`config.mk`:
```
export PLATFORM = sky130hd
export DESIGN_NAME = mem_port_arbiter
export DESIGN_NICKNAME = d
export VERILOG_FILES = /design/src/rtl/mem_port_arbiter.sv
export SDC_FILE = /design/constraint.sdc
export NUM_CORES = 1
export LEC_CHECK = 0
export CORE_UTILIZATION = 19
export DETAILED_ROUTE_END_ITERATION = 8
export PLACE_DENSITY = 0.87
export SETUP_SLACK_MARGIN = 0.05
export SLEW_MARGIN = 5
export SYNTH_ARGS = -nofsm -noshare
export SYNTH_HDL_FRONTEND = slang
export SYNTH_SLANG_ARGS = --single-unit
export TNS_END_PERCENT = 5
```
`constraint.sdc`:
```
create_clock -name clk -period 1.79 [get_ports clk]
set_input_delay 0.358 -clock clk [delete_from_list [all_inputs] [get_ports clk]]
set_output_delay 0.358 -clock clk [all_outputs]
set_load 0.005 [all_outputs]
```
`src/rtl/mem_port_arbiter.sv`:
```
// mem_port_arbiter
// Shares one single-port synchronous memory between the fetch stage
// (instruction reads) and the memory stage (data reads and writes).
// One access is issued per cycle. The read data is routed back to the stage
// that issued the read one cycle later.
//
// Build option: define MEM_ARB_STARVE_EN to add the fetch starvation guard.
// With the guard, fetch wins over data once it has been denied STARVE_LIMIT
// cycles in a row. Without it, data always has priority.
//
// Ports
//   clk, rst            rising-edge clock, synchronous active-high reset
//   if_req/if_addr      fetch read request, held until if_ready
//   if_ready            fetch granted this cycle (combinational)
//   if_valid/if_rdata   fetch read data, one cycle after the grant
//   stall_f             fetch request present but not granted
//   dm_req/we/addr/wdata data request, held until dm_ready
//   dm_ready            data granted this cycle (combinational)
//   dm_valid/dm_rdata   data read data, one cycle after a read grant
//   mem_addr/we/wdata   memory request for the granted access
//   mem_rdata           memory read data, one cycle after the address
module mem_port_arbiter #(
  parameter int AW           = 12,
  parameter int DW           = 16,
  parameter int STARVE_LIMIT = 4
) (
  input  logic          clk,
  input  logic          rst,
  input  logic          if_req,
  input  logic [AW-1:0] if_addr,
  output logic          if_ready,
  output logic          if_valid,
  output logic [DW-1:0] if_rdata,
  output logic          stall_f,
  input  logic          dm_req,
  input  logic          dm_we,
  input  logic [AW-1:0] dm_addr,
  input  logic [DW-1:0] dm_wdata,
  output logic          dm_ready,
  output logic          dm_valid,
  output logic [DW-1:0] dm_rdata,
  output logic [AW-1:0] mem_addr,
  output logic          mem_we,
  output logic [DW-1:0] mem_wdata,
  input  logic [DW-1:0] mem_rdata
);

  // The state records which access was issued in the previous cycle. That
  // access is the one whose data now sits on mem_rdata.
  typedef enum logic [1:0] {
    IDLE  = 2'd0,
    IF_RD = 2'd1,
    DM_RD = 2'd2,
    DM_WR = 2'd3
  } state_t;

  localparam logic [2:0] STARVE_LIMIT_W = 3'(STARVE_LIMIT);

  state_t state_r;
  state_t state_next_s;
  logic   if_grant_s;
  logic   dm_grant_s;
  logic   force_if_s;

`ifdef MEM_ARB_STARVE_EN
  logic [2:0] starve_cnt_r;

  // Count consecutive denied fetch cycles; any grant or an idle fetch restarts the count.
  always_ff @(posedge clk) begin
    if (rst) begin
      starve_cnt_r <= 3'd0;
    end else if (!if_req || if_grant_s) begin
      starve_cnt_r <= 3'd0;
    end else if (starve_cnt_r != 3'd7) begin
      starve_cnt_r <= starve_cnt_r + 3'd1;
    end else begin
      starve_cnt_r <= starve_cnt_r;
    end
  end

  assign force_if_s = if_req && (starve_cnt_r == STARVE_LIMIT_W);
`else
  // The limit only has an effect when the starvation guard is built in.
  assign force_if_s = (STARVE_LIMIT_W == 3'd0) & 1'b0;
`endif

  // Grant selection: data has priority unless fetch is forced to win.
  always_comb begin
    if_grant_s = 1'b0;
    dm_grant_s = 1'b0;
    if (force_if_s) begin
      if_grant_s = 1'b1;
    end else if (dm_req) begin
      dm_grant_s = 1'b1;
    end else if (if_req) begin
      if_grant_s = 1'b1;
    end else begin
      if_grant_s = 1'b0;
      dm_grant_s = 1'b0;
    end
  end

  assign if_ready = if_grant_s;
  assign dm_ready = dm_grant_s;
  assign stall_f  = if_req & ~if_grant_s;

  // Memory request: drive the granted requester's access; an idle port drives zeros.
  always_comb begin
    mem_addr  = {AW{1'b0}};
    mem_we    = 1'b0;
    mem_wdata = {DW{1'b0}};
    if (dm_grant_s) begin
      mem_addr  = dm_addr;
      mem_we    = dm_we;
      mem_wdata = dm_wdata;
    end else if (if_grant_s) begin
      mem_addr  = if_addr;
    end else begin
      mem_addr  = {AW{1'b0}};
    end
  end

  // Response state register.
  always_ff @(posedge clk) begin
    if (rst) begin
      state_r <= IDLE;
    end else begin
      state_r <= state_next_s;
    end
  end

  // Next state depends only on this cycle's grant, so every state can go to any state.
  always_comb begin
    state_next_s = IDLE;
    if (if_grant_s) begin
      state_next_s = IF_RD;
    end else if (dm_grant_s && !dm_we) begin
      state_next_s = DM_RD;
    end else if (dm_grant_s && dm_we) begin
      state_next_s = DM_WR;
    end else begin
      state_next_s = IDLE;
    end
  end

  // Read-data routing. Reset gates the valids so that a read pending when
  // reset arrives is discarded.
  always_comb begin
    if_valid = 1'b0;
    if_rdata = {DW{1'b0}};
    dm_valid = 1'b0;
    dm_rdata = {DW{1'b0}};
    if (rst) begin
      if_valid = 1'b0;
      dm_valid = 1'b0;
    end else begin
      case (state_r)
        IF_RD: begin
          if_valid = 1'b1;
          if_rdata = mem_rdata;
        end
        DM_RD: begin
          dm_valid = 1'b1;
          dm_rdata = mem_rdata;
        end
        DM_WR: begin
          dm_valid = 1'b0;
        end
        IDLE: begin
          if_valid = 1'b0;
        end
        default: begin
          if_valid = 1'b0;
          dm_valid = 1'b0;
        end
      endcase
    end
  end

endmodule

```
==> out/metrics.yaml, run 1 <==
largest_register: "state_r"
yosysSeqAreaShare_pct: 6.85
drt_iter0_drc: 36
holdPathStages: 3
cts.sinks: 2
gp_congestion: 0.673
leakage_nw: 0.989
fill_cells: 238
synth_area_leaders: "and2_1 (39%), a22o_1 (18%), and2_2 (15%), dfxtp_1 (6.9%), and4bb_2 (4.3%)"
switching_share_pct: 26.5
crit_type: "flip-flop to primary output"
ys_warn_count: 0
hold_class: "input pin to flip-flop"
drt-wirelength-per-cell_um: 14.2
grt-busiest-layer: "met2"
viasPerCell: 4.56
grt_pass1_wl_um: 5410
synth_nets: 137
cts_tree: "yes"
initial_core_util_pct: 20.7
worstPathArrival_ns: 1.45
setup_viol_count_final: 1
synthCells: 76
yosysUniqueCellTypes: 13
clock_path_buffers: 2
peakVddDrop_mv: 0.196
power.net_switching_uw: 135
grt_pass1_vias: 1232
layout-drive-gt1-share_pct: 33.8
path_cells: "nor3b_4 -> buf_6 -> buf_6 -> buf_6 -> buf_6 -> and2_4 -> buf_6"
yosys.area.top_type: "and2_1"
crit_fanout: 3
start_kind: "flip-flop"
critical_path_required_ns: 1.43
synth.top_cell.area_share_pct: 38.5
maxSlewHeadroom_pct: 82.8
rsz0062_at_grt: "true"
grt-ovfl-total: 0
track_usage_pct: 21.1
violations: "design-rule violations, negative setup slack"
timing.final.ws_setup_ns: -0.0205
crit_family: "buffers and inverters"
dp_hpwl_um: 2660
largest_reg_flops: 2
antenna_found_initial: 0
fin_crit_sh_pct: 101
p_int_uw: 376
pwr_density_cell_nw_per_um2: 260
core_area_um2: 2830
row_count: 19
top_regs: "state_r: 2 flops"
regArea_um2: 42.5
syn-cell-area_um2: 584
worst_pin_slew_ns: 0.258
fmax_ghz: 0.552
multi_input_area_um2: 514
avgSynthCellArea_um2: 7.69
path_common_cell: "buf_6"
crit_path_end_kind: "primary output"
cp.depth: 7
dieArea_um2: 3300
status: "finished, violations left"
ant_nets: 0
grtUsageMet2_pct: 44.5
fin_nets: 282
final.min_clock_period_ns: 1.81
whs_ns: 0.588
clk_pin_slew_worst_paths_ns: 0.03
grt_max_degree: 17
cap_violations: 0
die_w_um: 57.5
pin_count: 127
grt_use_met1_pct: 17.5
cts_root_buf: "clkbuf_4"
n_antenna_cell: 0
h-tree-depth: 1
pwr-share-seq_pct: 10.0
instances_no_fill: 250
total_power_uw: 512
worst-path-buf-inv: 5
firstDrtPassIters: 6
yosys_register_bits: 2
syn_to_final_growth_pct: 236
die_h_um: 57.5
route.detailed.drc: 8
cp_slowest_stage_delay_ns: 0.34
slowest_stage: "dfxtp_2"
routed_wl_um: 3560
dp.cells: 233
via_count: 1141
cts_buffers: 3
maxSlewViolCount: 0
use_met3_pct: 6.12
hold_viol: 0
pwr-share-clk_pct: 19.8
pwr-share-comb_pct: 70.3
portBuffers: 126
==> Yosys cell counts <==
library cell,count
nor3b_2,2
buf_4,1
clkbuf_1,2
dfxtp_1,2
buf_2,2
and4bb_2,2
a22o_1,12
nor2b_2,1
and2b_1,1
and2_2,12
buf_6,2
o21ba_2,1
and2_1,36
==> what timing repair did <==
action / in CTS / in global routing
setup endpoints to repair: 66 / 18
setup buffers: 10 / 1
gates resized for setup: 134 / 42
hold buffers: 0 / 0
gates cloned: 3 / 0
pin swaps: 2 / 5
==> per-stage QoR <==
step	TNS [ns]	area, um2	setup WS (ns)	utilization [%]
after CTS	-0.0404	1990	-0.0343	70.5
after global routing	-0.201	1960	-0.0736	69.4
after global placement	-22.63	1900	-0.404	67.2
after detailed placement	-25.11	1900	-0.491	67.2
after floorplan	0	584	0.504	-
final	-0.0205	1960	-0.0205	69.4
==> tightest hold or removal path, stage by stage <==
cell     delay (ns)
buf_2          0.13
buf_4          0.13
o21ba_2        0.16
==> kinds of logic after synthesis <==
logic type	after synthesis	share of synthesized area, %
flops	2	6.85
simple gates	54	65.3
buf+inv	7	8.14
compound gates	13	19.7
==> final cells by class <==
class / instances / share of cell area [%]
repair buffers: 147 / 68.5
multi-input cells: 67 / 26.2
flip-flops and latches: 2 / 2.17
well taps: 31 / 1.97
clock buffers: 3 / 1.15
==> worst paths after layout <==
path                       to       start
hold / removal     state_r[0]         rst
setup / recovery  if_rdata[1]  state_r[0]
==> cell usage in the layout (no fill, tap or decap) <==
master	n
buf_12	2
and2_4	4
buf_6	13
and4bb_2	2
nor3b_4	1
nor2b_4	1
buf_16	1
buf_2	10
clkbuf_2	15
o21ba_2	1
and2_1	35
clkdlybuf4s15_1	13
clkbuf_4	3
buf_4	9
nor3b_2	1
dfxtp_2	2
dlygate4sd2_1	25
clkdlybuf4s50_1	59
and2b_1	1
a22o_1	12
and2_2	9
==> per-layer routing <==
| layer | routed length, um | up-vias | part of all wire, % |
|---|---|---|---|
| met5 | 0 | - | 0 |
| met4 | 85 | 0 | 2.4 |
| met3 | 413 | 8 | 12 |
| met2 | 2030 | 80 | 57 |
| met1 | 1030 | 512 | 29 |
| li1 | - | 541 | - |
==> power by group through the flow <==
| stage | clock network [mW] | logic [mW] | registers (mW) |
|---|---|---|---|
| 6_report | 0.101 | 0.359 | 0.0511 |
| 5_1_grt | 0.110 | 0.383 | 0.0513 |
| 4_1_cts | 0.109 | 0.355 | 0.0513 |
| 3_5_place_dp | 0 | 0.359 | 0.0508 |
| 2_1_floorplan | 0 | 0.0855 | 0.0500 |
| 3_3_place_gp | 0 | 0.351 | 0.0504 |
Power figures use the tool's default switching activity.
==> run 2: changes to the inputs <==
- CTS_BUF_LIST: not set -> sky130_fd_sc_hd__clkbuf_16
- SLEW_MARGIN: 5 -> 40
==> run 2 against run 1 <==
Compared with the run above: the run still ends with design-rule violations, negative setup slack left; first-iteration DRC count is 8.3% lower; highest routed layer unchanged; non-clock buffer count is 5 lower; clock power grew to 3.3 times the previous value; worst setup slack worse by 0.11 ns; global-route usage is 0.81 points lower; die area stayed put.
==> out/metrics.yaml, run 2 (synthesis results as in run 1) <==
fin_nets: 277  # -1.8%
fin_crit_sh_pct: 107  # +6.2 points
p_int_uw: 584  # +55%
cts_hold_buf: 0  # unchanged
multi_input_area_um2: 508  # -1.2%
setup_viol_count_final: 15  # +14
post_dp_cell_area_um2: 1900  # unchanged
peakVddDrop_mv: 0.336  # +72%
grt_pass1_vias: 1215  # -1.4%
top_layer: "met4"
dr_wl_met2_um: 1820  # -11%
maxSlewHeadroom_pct: 84.4  # +1.6 points
violations: "design-rule violations, negative setup slack"
layout_commonest_cell: "clkdlybuf4s50_1"
holdCritStartpoint: "rst"
syn_to_final_growth_pct: 244
pin_count: 127  # unchanged
cts_tree: "yes"
clk_pin_slew_worst_paths_ns: 0.03  # about the same
critical_path_required_ns: 1.43  # about the same
switching_share_pct: 21.1  # -5.4 points
route.detailed.drc: 8  # unchanged
cts.sinks: 2  # unchanged
crit_type: "flip-flop to primary output"
firstDrtPassIters: 6  # unchanged
hold_class: "input pin to flip-flop"
grt-ovfl-total: 0  # unchanged
cts_buffers: 3  # unchanged
power.net_switching_uw: 156  # +15%
pwr-share-clk_pct: 45.7  # +26 points
final.min_clock_period_ns: 1.92  # +0.112 ns
status: "finished, violations left"
pwr-share-comb_pct: 47.5  # -23 points
fill_cells: 224  # -5.9%
die_w_um: 57.5  # unchanged
pwr_density_cell_nw_per_um2: 368  # +41%
layout-drive-gt1-share_pct: 25.2  # -8.6 points
antenna_found_initial: 0  # unchanged
h-tree-depth: 1  # unchanged
track_usage_pct: 20.3  # -0.81 points
drt_iter0_drc: 33  # -8.3%
largest_reg_flops: 2  # unchanged
clock_path_buffers: 2  # unchanged
regArea_um2: 45.0  # +5.9%
viasPerCell: 4.49  # -1.5%
timing.final.ws_setup_ns: -0.132  # -0.112 ns
cts_root_buf: "clkbuf_16"
row_count: 19  # unchanged
tns_ns: -1.76  # -1.74 ns
rsz0062_at_grt: "true"
crit_path_end_kind: "primary output"
final_cell_mix: "clkdlybuf4s50_1 (75), and2_1 (36), dlygate4sd2_1 (24)"
portBuffers: 126  # unchanged
core_area_um2: 2830  # unchanged
total_power_uw: 740  # +45%
crit_fanout: 16  # +13
worstPathArrival_ns: 1.56  # +0.11 ns
setup.worst_path.start: "state_r[1]"
start_kind: "flip-flop"
leakage_nw: 0.951  # -3.8%
gp_congestion: 0.673  # unchanged
hold_viol: 0  # unchanged
via_count: 1101  # -3.5%
final_util_pct: 71.1  # +1.6 points
route.layer.met1.wl_um: 1020  # -1.6%
cap_violations: 0  # unchanged
n_antenna_cell: 0  # unchanged
fmax_ghz: 0.520  # -5.8%
initial_core_util_pct: 20.7  # unchanged
die_h_um: 57.5  # unchanged
dieArea_um2: 3300  # unchanged
worst_pin_slew_ns: 0.234  # -0.0240 ns
ant_nets: 0  # unchanged
largest_register: "state_r"
final_area_um2: 2010  # +2.4%
pwr-share-seq_pct: 6.8  # -3.2 points
grt_pass1_wl_um: 5220  # -3.4%
met3_length_um: 395  # -4.4%
top_regs: "state_r: 2 flops"
whs_ns: 0.579  # -0.00914 ns
maxSlewViolCount: 0  # unchanged
routed_wl_um: 3310  # -7.1%
drt-wirelength-per-cell_um: 13.5  # -5.2%
grt_max_degree: 23  # +6
dp_hpwl_um: 2660  # unchanged
run 2: cell count changes in the layout (fill, tap and decap cells not counted), sizes merged:
cell,delta
clkdlybuf4s50,+16
buf,-11
clkbuf,-8
clkdlybuf4s15,-1
dlygate4sd2,-1
run 2: through the flow:
step	worst slack, ns	cells
final	-0.132	245
after global routing	-0.186	245
after CTS	-0.145	245
after detailed placement	-0.491	233
after global placement	-0.404	233
after floorplan	0.504	76
run 2: per-layer routing:
layer	track usage, %	vias to the layer above
li1	-	532
met1	18.4	478
met2	41.0	83
met3	6.35	8
met4	7.32	0
met5	0	-
run 2: layout make-up:
class / count / area share, %
Clock buffer: 3 / 3.73
Multi-Input combinational cell: 67 / 25.3
Sequential cell: 2 / 2.24
Tap cell: 31 / 1.93
Timing Repair Buffer: 142 / 66.8
run 2: worst paths after layout:
check | end | depth (start not counted)
worst min-delay path | state_r[0] | 3
worst max-delay path | dm_rdata[5] | 4
run 2: what timing repair did:
item,in CTS,in global routing
buffers inserted,7,0
setup endpoints to repair,66,33
cloned,2,0
gates resized for setup,93,21
endpoints found under the hold margin,0,0
pin swaps,1,1
run 2: critical path: stages (launching register included):
cell,delay (ns)
dfxtp_4,0.35
nor3b_2,0.18
buf_6,0.17
and2_1,0.14
clkdlybuf4s50_1,0.50
run 2: power groups by stage:
stage	clock network, mW	logic [mW]	registers, mW
after floorplan	0	0.0855	0.0500
final	0.338	0.351	0.0505
after global routing	0.344	0.376	0.0510
after detailed placement	0	0.359	0.0508
after CTS	0.344	0.352	0.0505
after global placement	0	0.351	0.0504
